--- src/rtl/trdb_pkg.sv ---
// Shared types for the trace debug branch-map stage: map capacity, FSM states
// and the packet record carried in the output slot.
package trdb_pkg;

  localparam int BRANCH_MAP_LEN = 31;
  localparam int BRANCH_CNT_W   = $clog2(BRANCH_MAP_LEN + 1);

  typedef enum logic {
    COLLECT = 1'b0,
    HOLD    = 1'b1
  } bm_state_e;

  typedef struct packed {
    logic [BRANCH_MAP_LEN-1:0] map;
    logic [BRANCH_CNT_W-1:0]   cnt;
    logic                      flush;
  } branch_map_t;

endpackage

--- src/rtl/trdb_branch_map.sv ---
// Packs retired conditional-branch outcomes into a map (1 = not taken) and
// emits it through a one-entry slot when full or on a discontinuity.
module trdb_branch_map
  import trdb_pkg::*;
#(
  parameter int MAP_LEN = BRANCH_MAP_LEN,
  parameter int CNT_W   = $clog2(MAP_LEN + 1)
) (
  input  logic               clk_i,
  input  logic               rst_i,
  input  logic               valid_i,
  output logic               ready_o,
  input  logic               is_branch_i,
  input  logic               taken_i,
  input  logic               flush_i,
  output logic               valid_o,
  input  logic               ready_i,
  output logic [MAP_LEN-1:0] map_o,
  output logic [CNT_W-1:0]   cnt_o,
  output logic               flush_o
);

  bm_state_e    state_q, state_d;
  logic [MAP_LEN-1:0] coll_map_q, coll_map_d;
  logic [CNT_W-1:0]   coll_cnt_q, coll_cnt_d;
  logic               coll_flush_q, coll_flush_d;
  branch_map_t        slot_q, slot_d;
  logic               slot_vld_q, slot_vld_d;

  logic [MAP_LEN-1:0] add_map;
  logic [CNT_W-1:0]   add_cnt;
  logic               slot_free;
  logic               load;
  logic [MAP_LEN-1:0] load_map;
  logic [CNT_W-1:0]   load_cnt;
  logic               load_flush;

  always_ff @(posedge clk_i) begin
    if (rst_i) begin
      state_q      <= COLLECT;
      coll_map_q   <= '0;
      coll_cnt_q   <= '0;
      coll_flush_q <= 1'b0;
      slot_q       <= '0;
      slot_vld_q   <= 1'b0;
    end else begin
      state_q      <= state_d;
      coll_map_q   <= coll_map_d;
      coll_cnt_q   <= coll_cnt_d;
      coll_flush_q <= coll_flush_d;
      slot_q       <= slot_d;
      slot_vld_q   <= slot_vld_d;
    end
  end

  always_comb begin
    state_d      = state_q;
    coll_map_d   = coll_map_q;
    coll_cnt_d   = coll_cnt_q;
    coll_flush_d = coll_flush_q;
    slot_d       = slot_q;
    slot_vld_d   = slot_vld_q;
    ready_o      = 1'b0;
    add_map      = coll_map_q;
    add_cnt      = coll_cnt_q;
    load         = 1'b0;
    load_map     = '0;
    load_cnt     = '0;
    load_flush   = 1'b0;
    slot_free    = !slot_vld_q || ready_i;

    case (state_q)
      COLLECT: begin
        ready_o = 1'b1;
        if (valid_i) begin
          if (is_branch_i) begin
            add_map = coll_map_q | (MAP_LEN'(!taken_i) << coll_cnt_q);
            add_cnt = coll_cnt_q + CNT_W'(1);
          end
          coll_map_d = add_map;
          coll_cnt_d = add_cnt;
          if (add_cnt == CNT_W'(MAP_LEN) || (flush_i && add_cnt != '0)) begin
            if (slot_free) begin
              load       = 1'b1;
              load_map   = add_map;
              load_cnt   = add_cnt;
              load_flush = flush_i;
              coll_map_d = '0;
              coll_cnt_d = '0;
            end else begin
              // Keep the finished map in the collector until the slot drains.
              state_d      = HOLD;
              coll_flush_d = flush_i;
            end
          end
        end
      end
      HOLD: begin
        if (slot_vld_q && ready_i) begin
          load         = 1'b1;
          load_map     = coll_map_q;
          load_cnt     = coll_cnt_q;
          load_flush   = coll_flush_q;
          coll_map_d   = '0;
          coll_cnt_d   = '0;
          coll_flush_d = 1'b0;
          state_d      = COLLECT;
        end
      end
      default: state_d = COLLECT;
    endcase

    if (load) begin
      slot_d.map   = BRANCH_MAP_LEN'(load_map);
      slot_d.cnt   = BRANCH_CNT_W'(load_cnt);
      slot_d.flush = load_flush;
      slot_vld_d   = 1'b1;
    end else if (ready_i) begin
      slot_vld_d = 1'b0;
    end
  end

  assign valid_o = slot_vld_q;
  assign map_o   = slot_q.map[MAP_LEN-1:0];
  assign cnt_o   = slot_q.cnt[CNT_W-1:0];
  assign flush_o = slot_q.flush;

endmodule

--- config.mk ---
export PLATFORM = sky130hd
export DESIGN_NAME = trdb_branch_map
export DESIGN_NICKNAME = d
export VERILOG_FILES = /design/src/rtl/trdb_pkg.sv /design/src/rtl/trdb_branch_map.sv
export SDC_FILE = /design/constraint.sdc
export NUM_CORES = 1
export LEC_CHECK = 0
export ABC_AREA = 0
export CORE_UTILIZATION = 30
export CTS_CLUSTER_DIAMETER = 60
export DETAILED_ROUTE_END_ITERATION = 12
export SLEW_MARGIN = 0
export SYNTH_ARGS = -nofsm -noshare
export SYNTH_HDL_FRONTEND = slang
export SYNTH_SLANG_ARGS = --single-unit
--- constraint.sdc ---
create_clock -name clk_i -period 2.05 [get_ports clk_i]
set_clock_uncertainty 0.05 [all_clocks]
set_input_delay 0.41 -clock clk_i [delete_from_list [all_inputs] [get_ports clk_i]]
set_output_delay 0.41 -clock clk_i [all_outputs]
set_load 0.01 [all_outputs]
==> flow_summary.ini, run 1 <==
[grt]
grt_overflow_total = 0
grt_max_degree = 36
grt_pass1_vias = 3572
grt_pass1_wl_microns = 18100
antenna_found_initial = 0
grt_usage = 0.184

[final_layout]
diodes = 0
mostFrequentLayoutCell = nor2_1
syn_to_final_growth_pct = 49.3
nets = 537
layout_common_cells = nor2_1, dfxtp_1, nand2_1, buf_4, clkdlybuf4s50_1
fin_util = 0.464
drive_above_1_share = 0.298
fillers = 1068
final_area_sq_mm = 0.00537

[routing]
ant_nets = 0
first_pass_iters = 5
vias = 3578
avgRoutedWirePerCell_microns = 16.0
drtIter0Drc = 230
drc = 0
routed_wl_microns = 10800
via_per_inst = 5.29

[setup_path]
path_max_fanout = 6
cpPeakStageDelay_ns = 0.53
cp_slowest_cell = or4_4
crit_buf_inv = 2
startpoint_type = flop
crit_path_end_kind = flop
critPathKind = flop to flop
crit_required_ns = 2.23
cp_cell_sequence = ha_4 > xor2_2 > o31a_1 > nor3_2 > or4_4 > buf_8 > buf_12 > a22oi_2 > nor2_1
cpLargestDelayFamily = simple AND/OR/NAND/NOR gates
worstPathArrival_ns = 2.39

[worst_hold_path]
hp-class = flop to flop

[cts]
h-tree-depth = 3
hold_buffers = 0
clockBufferDepth = 2
clk_latency_ns = 0.34
cts_tree = yes
cts_buffers = 9
clock_sinks = 76
clockRootBuffer = clkbuf_16
path_clk_slew_ns = 0.06

[sta]
fin_ws_ns = -0.168
fmax_mhz = 451
period_share = 1.08
rsz0062_at_grt = yes
tightest_slew_ns = 0.487
relSlewSlack = 0.674
setup_viol_count_final = 66
hold_viol = 0
slew_violations = 0
period_needed_ns = 2.22

[power]
p_clk_frac = 0.446
ir_drop_v = 0.000303
power_density_mw_per_mm2 = 630
p_total_mw = 3.38
leakagePower_nw = 2.06
p_int_mw = 2.55
power_switching_share = 0.245
pwr-share-comb = 0.113
power_switching_mw = 0.831
seq_power_share = 0.441

[synth]
synth_top_area_cell = dfxtp_1
synthCells = 438
ys_seq_area_frac = 0.423
synthArstFlopShare = 0
netlist_area_sq_mm = 0.00360
synth_top_area_share = 0.423
synthTopCellsByArea = dfxtp_1, a22oi_1, nor2_1
syn_area_per_cell_sq_um = 8.21
syn_nets = 446
synth_ff_type = dfxtp_1
synth_seq_cells = 76
ys_types = 48
synth-edff-count = 0
yosys_warnings = 0

[place]
gp_congestion = 0.782
post-place-ws_ns = -0.629
place_area_sq_mm = 0.00456
port_buffers = 45
dp_hpwl_microns = 6740

[run]
max-cap-violations = 0

[run_status]
violations = setup timing
status = finished, violations left

[floorplanning]
die_x_microns = 111
start_util = 0.311
ios = 46
placementRows = 39
coreArea_sq_mm = 0.0116
die_y_microns = 111
dieArea_sq_mm = 0.0124
-- per-layer routing --
metal	GRT usage	wire length, microns	vias to the layer above
met2	0.300	5270	87
met4	0.0640	130	0
met1	0.241	4920	1741
met3	0.0408	485	9
li1	-	-	1741
met5	0	0	-
-- worst min-delay path, stage by stage (launching register included) --
cell     delay, ns
dfxtp_1       0.33
nand2_1       0.06
nand2_1       0.04
-- sequential cells by signal (all words and copies together), names as in the netlist --
signal and flops:
map_o 31, state_q 1, coll_cnt_q 5, coll_flush_q 1, coll_map_q 31, valid_o 1, flush_o 1, cnt_o 5
-- cell families (layout without fill, tap and decap cells) --
group           after synthesis  count (layout)  synth area share
simple gates                197             197             0.251
compound gates              121             121             0.251
flops                        76              76             0.423
buf+inv                      39             135            0.0539
xor+xnor                      3               3            0.0146
fa+ha+maj                     1               1           0.00348
mux                           1               1           0.00313
-- final cells by class --
class | instances | area (sq um) | area share
tap | 143 | 179 | 0.0333
timing repair buffer | 118 | 1240 | 0.231
clock inverter | 5 | 35.0 | 0.00653
multi-input combinational | 323 | 2130 | 0.397
sequential | 76 | 1530 | 0.285
clock buffer | 11 | 253 | 0.0471
inverter | 1 | 3.75 | 0.000699
-- cell usage after synthesis (all sizes together), types with 3 or more instances --
| master | count |
|---|---|
| nand2b | 4 |
| o21ai | 5 |
| clkbuf | 23 |
| dfxtp | 76 |
| a22oi | 62 |
| a21oi | 35 |
| nand3 | 9 |
| nor3 | 5 |
| nor4b | 3 |
| buf | 15 |
| a31oi | 6 |
| nand4 | 10 |
| nand2 | 71 |
| nor2 | 79 |
| nor2b | 6 |
-- power groups by stage --
stage	Clock (mW)	Sequential [mW]	Combinational [mW]
2_1_floorplan	0	1.53	0.148
3_3_place_gp	0	1.53	0.269
3_5_place_dp	0	1.53	0.270
4_1_cts	1.55	1.49	0.375
5_1_grt	1.64	1.49	0.402
6_report	1.51	1.49	0.382
-- final timing paths --
| kind | slack (ns) | cells after the start | to | startpoint |
|---|---|---|---|---|
| worst min register to register | 0.42 | 2 | map_o[18]$_SDFFE_PP0P_ | coll_map_q[18]$_SDFFE_PP0P_ |
| worst max register to register | -0.17 | 9 | coll_map_q[4]$_SDFFE_PP0P_ | coll_cnt_q[0]$_SDFFE_PP0P_ |
| worst min-delay path | 0.42 | 2 | map_o[18]$_SDFFE_PP0P_ | coll_map_q[18]$_SDFFE_PP0P_ |
| worst max-delay path | -0.17 | 9 | coll_map_q[4]$_SDFFE_PP0P_ | coll_cnt_q[0]$_SDFFE_PP0P_ |
-- per-stage QoR --
| stage | TNS [ns] | cells | hold slack [ns] |
|---|---|---|---|
| after floorplan | -0.811 | 438 | 0.381 |
| after global placement | -41.39 | 643 | 0.390 |
| after detailed placement | -41.76 | 643 | 0.397 |
| after CTS | -10.38 | 677 | 0.416 |
| after global routing | -10.75 | 677 | 0.444 |
| final | -7.01 | 677 | 0.416 |
-- timing repair --
item | 4_1_cts | 5_1_grt
cloned | 6 | 0
setup endpoints to repair | 73 | 74
gates resized for setup | 46 | 22
pin swaps | 48 | 21
buffers inserted | 13 | 2
Note: power is estimated with default switching activity, not from simulation.
==> inputs of run 2 (changes only) <==
--- a/config.mk
+++ b/config.mk
@@ -6,6 +6,7 @@
 export NUM_CORES = 1
 export LEC_CHECK = 0
 export ABC_AREA = 0
+export CORE_ASPECT_RATIO = 2
 export CORE_UTILIZATION = 30
 export CTS_CLUSTER_DIAMETER = 60
 export DETAILED_ROUTE_END_ITERATION = 12
==> constraint.sdc (replaced) <==
create_clock -name clk_i -period 2.05 [get_ports clk_i]
set_clock_uncertainty 0.05 [all_clocks]
set_input_delay 0.41 -clock clk_i [delete_from_list [all_inputs] [get_ports clk_i]]
set_output_delay 0.41 -clock clk_i [all_outputs]
set_load 0.1 [all_outputs]
==> run 2 against run 1 <==
- the flow still finishes with violations (setup timing)
- wire length up 9.3%
- register-to-register slack lost 0.02 ns
- combinational power grew 2%
- sequential share of layout area rose by 0.58 points
- sequential power about the same
- non-clock buffer count down 3
- design area is 1.9% lower
- clock-buffer cell count is 1 lower
- via count rose by 2.2%
- die area increased by 0.22%
==> flow_summary.ini, run 2 (synthesis results as in run 1) <==
[run_status]
status = finished, violations left
violations = setup timing

[power]
p_total_mw = 3.46
power_density_mw_per_mm2 = 657
p_int_mw = 2.59
ir_drop_v = 0.000416
seq_power_share = 0.433
pwr-share-comb = 0.112
power_switching_share = 0.252
p_clk_frac = 0.455
leakagePower_nw = 2.11
power_switching_mw = 0.871

[final_layout]
final_area_sq_mm = 0.00527
layout_common_cells = buf_4, nor2_1, dfxtp_1, nand2_1, a22oi_2
drive_above_1_share = 0.388
final_cell_count_no_fill = 676
seqCellArea_sq_mm = 0.00153
diodes = 0
fillers = 1136
multi_input_area_sq_mm = 0.00218
nets = 534
syn_to_final_growth_pct = 46.4
mostFrequentLayoutCell = buf_4

[sta]
whs_ns = 0.403
relSlewSlack = 0.500
fin_ws_ns = -0.183
timing.setup.tns_ns = -8.72
fmax_mhz = 448
setup_viol_count_final = 73
period_share = 1.09
rsz0062_at_grt = yes
hold_viol = 0
slew_violations = 0
period_needed_ns = 2.23
tightest_slew_ns = 0.749

[cts]
path_clk_slew_ns = 0.06
cts_buffers = 9
cts_tree = yes
clock_sinks = 76
clockBufferDepth = 2
clockRootBuffer = clkbuf_16
h-tree-depth = 3
clk_latency_ns = 0.33

[place]
place_inst = 642
place_area_sq_mm = 0.00446
dp_hpwl_microns = 7400
port_buffers = 45
gp_congestion = 0.818

[floorplanning]
die_y_microns = 157
start_util = 0.307
coreArea_sq_mm = 0.0117
dieArea_sq_mm = 0.0125
die_x_microns = 79.4
placementRows = 56
ios = 46

[setup_path]
crit_path_end_kind = flop
critPathLaunch = coll_cnt_q[0]$_SDFFE_PP0P_
critPathKind = flop to flop
cp_cell_sequence = ha_4 > nand4_4 > xnor2_4 > nor2_2 > or4_4 > buf_6 > buf_12 > a22oi_1 > nor2_1
crit_end = coll_map_q[23]$_SDFFE_PP0P_
worstPathArrival_ns = 2.41
startpoint_type = flop
r2r-start = coll_cnt_q[0]$_SDFFE_PP0P_
rrSetupSlack_ns = -0.18
cp_slowest_cell = or4_4
cpPeakStageDelay_ns = 0.58
path_max_fanout = 13
reg2reg_to = coll_map_q[23]$_SDFFE_PP0P_
r2r_cells = 9
crit_required_ns = 2.23

[routing]
drc = 0
via_per_inst = 5.41
avgRoutedWirePerCell_microns = 17.5
first_pass_iters = 4
routed_wl_microns = 11800
drtIter0Drc = 145
ant_nets = 0
vias = 3656

[grt]
antenna_found_initial = 0
grt_usage = 0.192
grt_pass1_vias = 3730
grt_overflow_total = 0
grt_max_degree = 36
grt_pass1_wl_microns = 18200

[worst_hold_path]
hp-class = flop to flop
worst_hold_startpoint = coll_map_q[22]$_SDFFE_PP0P_

[run]
max-cap-violations = 0
## run 2: changes by cell type in the layout (fill, tap and decap cells not counted), sizes merged
cell	before	now
dlygate4sd2	0	1
clkbuf	12	11
clkdlybuf4s50	44	5
bufbuf	0	1
bufinv	0	1
clkinvlp	1	0
buf	73	107
clkinv	3	4
## run 2: worst min-delay path by stage
stage | end | cells after the start | slack (ns)
after floorplan | map_o[0]$_SDFFE_PP0P_ | 2 | 0.38
after global placement | map_o[30]$_SDFFE_PP0P_ | 2 | 0.39
after detailed placement | map_o[25]$_SDFFE_PP0P_ | 2 | 0.40
after CTS | map_o[22]$_SDFFE_PP0P_ | 2 | 0.41
after global routing | map_o[22]$_SDFFE_PP0P_ | 2 | 0.43
final | map_o[22]$_SDFFE_PP0P_ | 2 | 0.40
## run 2: final cells by class
type	instances	share of cell area
inverters	1	0.000713
clock inverters	6	0.0121
well taps	145	0.0345
flip-flops and latches	76	0.291
clock buffers	10	0.0435
repair buffers	115	0.205
multi-input cells	323	0.413
## run 2: metrics by stage
stage / setup slack [ns] / util
global placement: -0.615 / 0.381
detailed placement: -0.674 / 0.381
global route: -0.249 / 0.450
floorplan: -0.0490 / -
finish: -0.183 / 0.450
CTS: -0.229 / 0.443
## run 2: power by group through the flow
stage | registers (mW) | logic, mW | clock network (mW)
4_1_cts | 1.50 | 0.357 | 1.60
2_1_floorplan | 1.56 | 0.148 | 0
6_report | 1.50 | 0.388 | 1.57
5_1_grt | 1.50 | 0.405 | 1.67
3_5_place_dp | 1.53 | 0.301 | 0
3_3_place_gp | 1.53 | 0.298 | 0
## run 2: timing repair
action / CTS / global route
gates cloned: 5 / 2
endpoints found under the setup margin: 74 / 73
setup buffers: 10 / 4
pin swaps: 29 / 19
resized for setup: 51 / 20
hold buffers: 0 / 0
## run 2: metal layers
| layer | part of all wire | vias to the layer above | GRT usage |
|---|---|---|---|
| li1 | - | 1735 | - |
| met2 | 0.55 | 107 | 0.349 |
| met5 | 0 | - | 0 |
| met3 | 0.043 | 39 | 0.0327 |
| met1 | 0.36 | 1775 | 0.194 |
| met4 | 0.050 | 0 | 0.133 |
## run 2: critical path, delay by kind of cell (launching register included)
kind | cells | cell delay [ns]
simple gates | 4 | 0.82
compound gates | 1 | 0.16
fa+ha+maj | 1 | 0.17
buf+inv | 2 | 0.30
xor+xnor | 1 | 0.24
flops | 1 | 0.38
==> inputs of run 3 (changes only) <==
--- a/config.mk
+++ b/config.mk
@@ -6,7 +6,7 @@
 export NUM_CORES = 1
 export LEC_CHECK = 0
 export ABC_AREA = 0
-export CORE_ASPECT_RATIO = 2
+export CORE_ASPECT_RATIO = 1.1
 export CORE_UTILIZATION = 30
 export CTS_CLUSTER_DIAMETER = 60
 export DETAILED_ROUTE_END_ITERATION = 12
==> run 3 against run 2 <==
- the run still ends with setup timing left
- die area fell by 0.21%
- core utilization rose by 0.33 points
- clock-buffer cell count rose by 2
- non-clock buffer count rose by 2
- first-iteration DRC count rose by 38%
- sequential share of layout area rose by 0.055 points
- register-to-register slack barely moved
- critical endpoint is now coll_map_q[18]$_SDFFE_PP0P_
- largest cell class unchanged
- highest routed layer unchanged
==> flow_summary.ini, run 3 (synthesis results as in run 1) <==
[sta]
slew_violations = 0
rsz0062_at_grt = yes
whs_ns = 0.403
tightest_slew_ns = 0.530
hold_viol = 0
fin_ws_ns = -0.174
period_share = 1.09
setup_viol_count_final = 65
fmax_mhz = 450
period_needed_ns = 2.22
relSlewSlack = 0.647

[power]
leakagePower_nw = 2.09
seq_power_share = 0.442
ir_drop_v = 0.000297
power_density_mw_per_mm2 = 643
power_switching_share = 0.260
p_clk_frac = 0.448
pwr-share-comb = 0.110
p_int_mw = 2.50
power_switching_mw = 0.880

[cts]
clockBufferDepth = 2
cts_buffers = 9
path_clk_slew_ns = 0.06
h-tree-depth = 3
clk_latency_ns = 0.33
clock_sinks = 76
hold_buffers = 0
cts_tree = yes
clockRootBuffer = clkbuf_16

[setup_path]
crit_required_ns = 2.21
worstPathArrival_ns = 2.38
critPathKind = flop to flop
crit_path_end_kind = flop
path_max_fanout = 6
startpoint_type = flop

[grt]
antenna_found_initial = 0
grt_pass1_vias = 3555
grt_overflow_total = 0
grt_usage = 0.181
grt_max_degree = 42
grt_pass1_wl_microns = 17500

[final_layout]
multi_input_area_sq_mm = 0.00218
mostFrequentLayoutCell = buf_4
drive_above_1_share = 0.398
syn_to_final_growth_pct = 46.1
nets = 536
final_area_sq_mm = 0.00526
fin_util = 0.453
fillers = 1142
seqCellArea_sq_mm = 0.00153
layout_common_cells = buf_4, nor2_1, dfxtp_1, nand2_1, a22oi_2
diodes = 0

[floorplanning]
dieArea_sq_mm = 0.0124
ios = 46
die_y_microns = 117
coreArea_sq_mm = 0.0116
die_x_microns = 106
placementRows = 41
start_util = 0.310

[worst_hold_path]
hp-class = flop to flop

[routing]
drc = 0
avgRoutedWirePerCell_microns = 16.0
vias = 3542
first_pass_iters = 4
via_per_inst = 5.19
ant_nets = 0
drtIter0Drc = 200
routed_wl_microns = 10900

[run_status]
violations = setup timing
status = finished, violations left

[place]
dp_hpwl_microns = 6670
port_buffers = 45
place_area_sq_mm = 0.00447
gp_congestion = 0.806

[run]
max-cap-violations = 0
-- run 3: cell count changes in the layout (fill, tap and decap cells not counted), moves of 2 or more --
cell / before / now
clkinv_4: 2 / 0
clkinv_2: 2 / 0
buf_8: 2 / 0
inv_6: 0 / 2
buf_6: 5 / 10
a21boi_2: 0 / 2
-- run 3: critical path, stage by stage, from the launching register on --
cell and delay [ns]:
dfxtp_2 0.36, ha_4 0.18, xor2_2 0.16, o31a_1 0.22, nor3_2 0.07, or4_4 0.54, buf_6 0.17, buf_16 0.14
a22oi_2 0.16, nor2_1 0.05
-- run 3: cell type report --
cell class,count,share of cell area
clock buffers,12,0.0469
clock inverters,4,0.00595
inverters,1,0.000714
multi-input cells,323,0.415
flip-flops and latches,76,0.291
well taps,150,0.0357
repair buffers,117,0.204
-- run 3: path summary, 6_finish.rpt --
check / start / endpoint / slack [ns] / cells after the start
min reg2reg: coll_map_q[25]$_SDFFE_PP0P_ / map_o[25]$_SDFFE_PP0P_ / 0.40 / 2
max: coll_cnt_q[1]$_SDFFE_PP0P_ / coll_map_q[18]$_SDFFE_PP0P_ / -0.17 / 9
min: coll_map_q[25]$_SDFFE_PP0P_ / map_o[25]$_SDFFE_PP0P_ / 0.40 / 2
max reg2reg: coll_cnt_q[1]$_SDFFE_PP0P_ / coll_map_q[18]$_SDFFE_PP0P_ / -0.17 / 9
-- run 3: timing repair --
action	in CTS	in global routing
setup buffers	12	7
endpoints found under the setup margin	74	74
endpoints found under the hold margin	0	0
gates resized for setup	49	39
pin swaps	31	52
cloned	4	1
-- run 3: through the flow --
step                      total power, mW  setup WS [ns]  setup TNS (ns)  instances
after floorplan                      1.71        -0.0490           -1.52        438
after global placement               1.82         -0.615          -40.80        649
after detailed placement             1.83         -0.622          -39.84        649
after CTS                            3.38         -0.180           -8.52        680
after global routing                 3.49         -0.251          -11.71        683
final                                3.38         -0.174           -5.56        683
-- run 3: power by group through the flow --
stage	logic (mW)	registers, mW	clock network [mW]
after CTS	0.353	1.49	1.53
after global routing	0.393	1.49	1.60
after floorplan	0.148	1.56	0
after detailed placement	0.298	1.53	0
final	0.370	1.49	1.51
after global placement	0.296	1.53	0
-- run 3: routing by layer --
metal  track usage  part of all wire
met4        0.0648             0.010
met1         0.217              0.45
met3        0.0343             0.046
met2         0.324              0.50
met5             0                 0
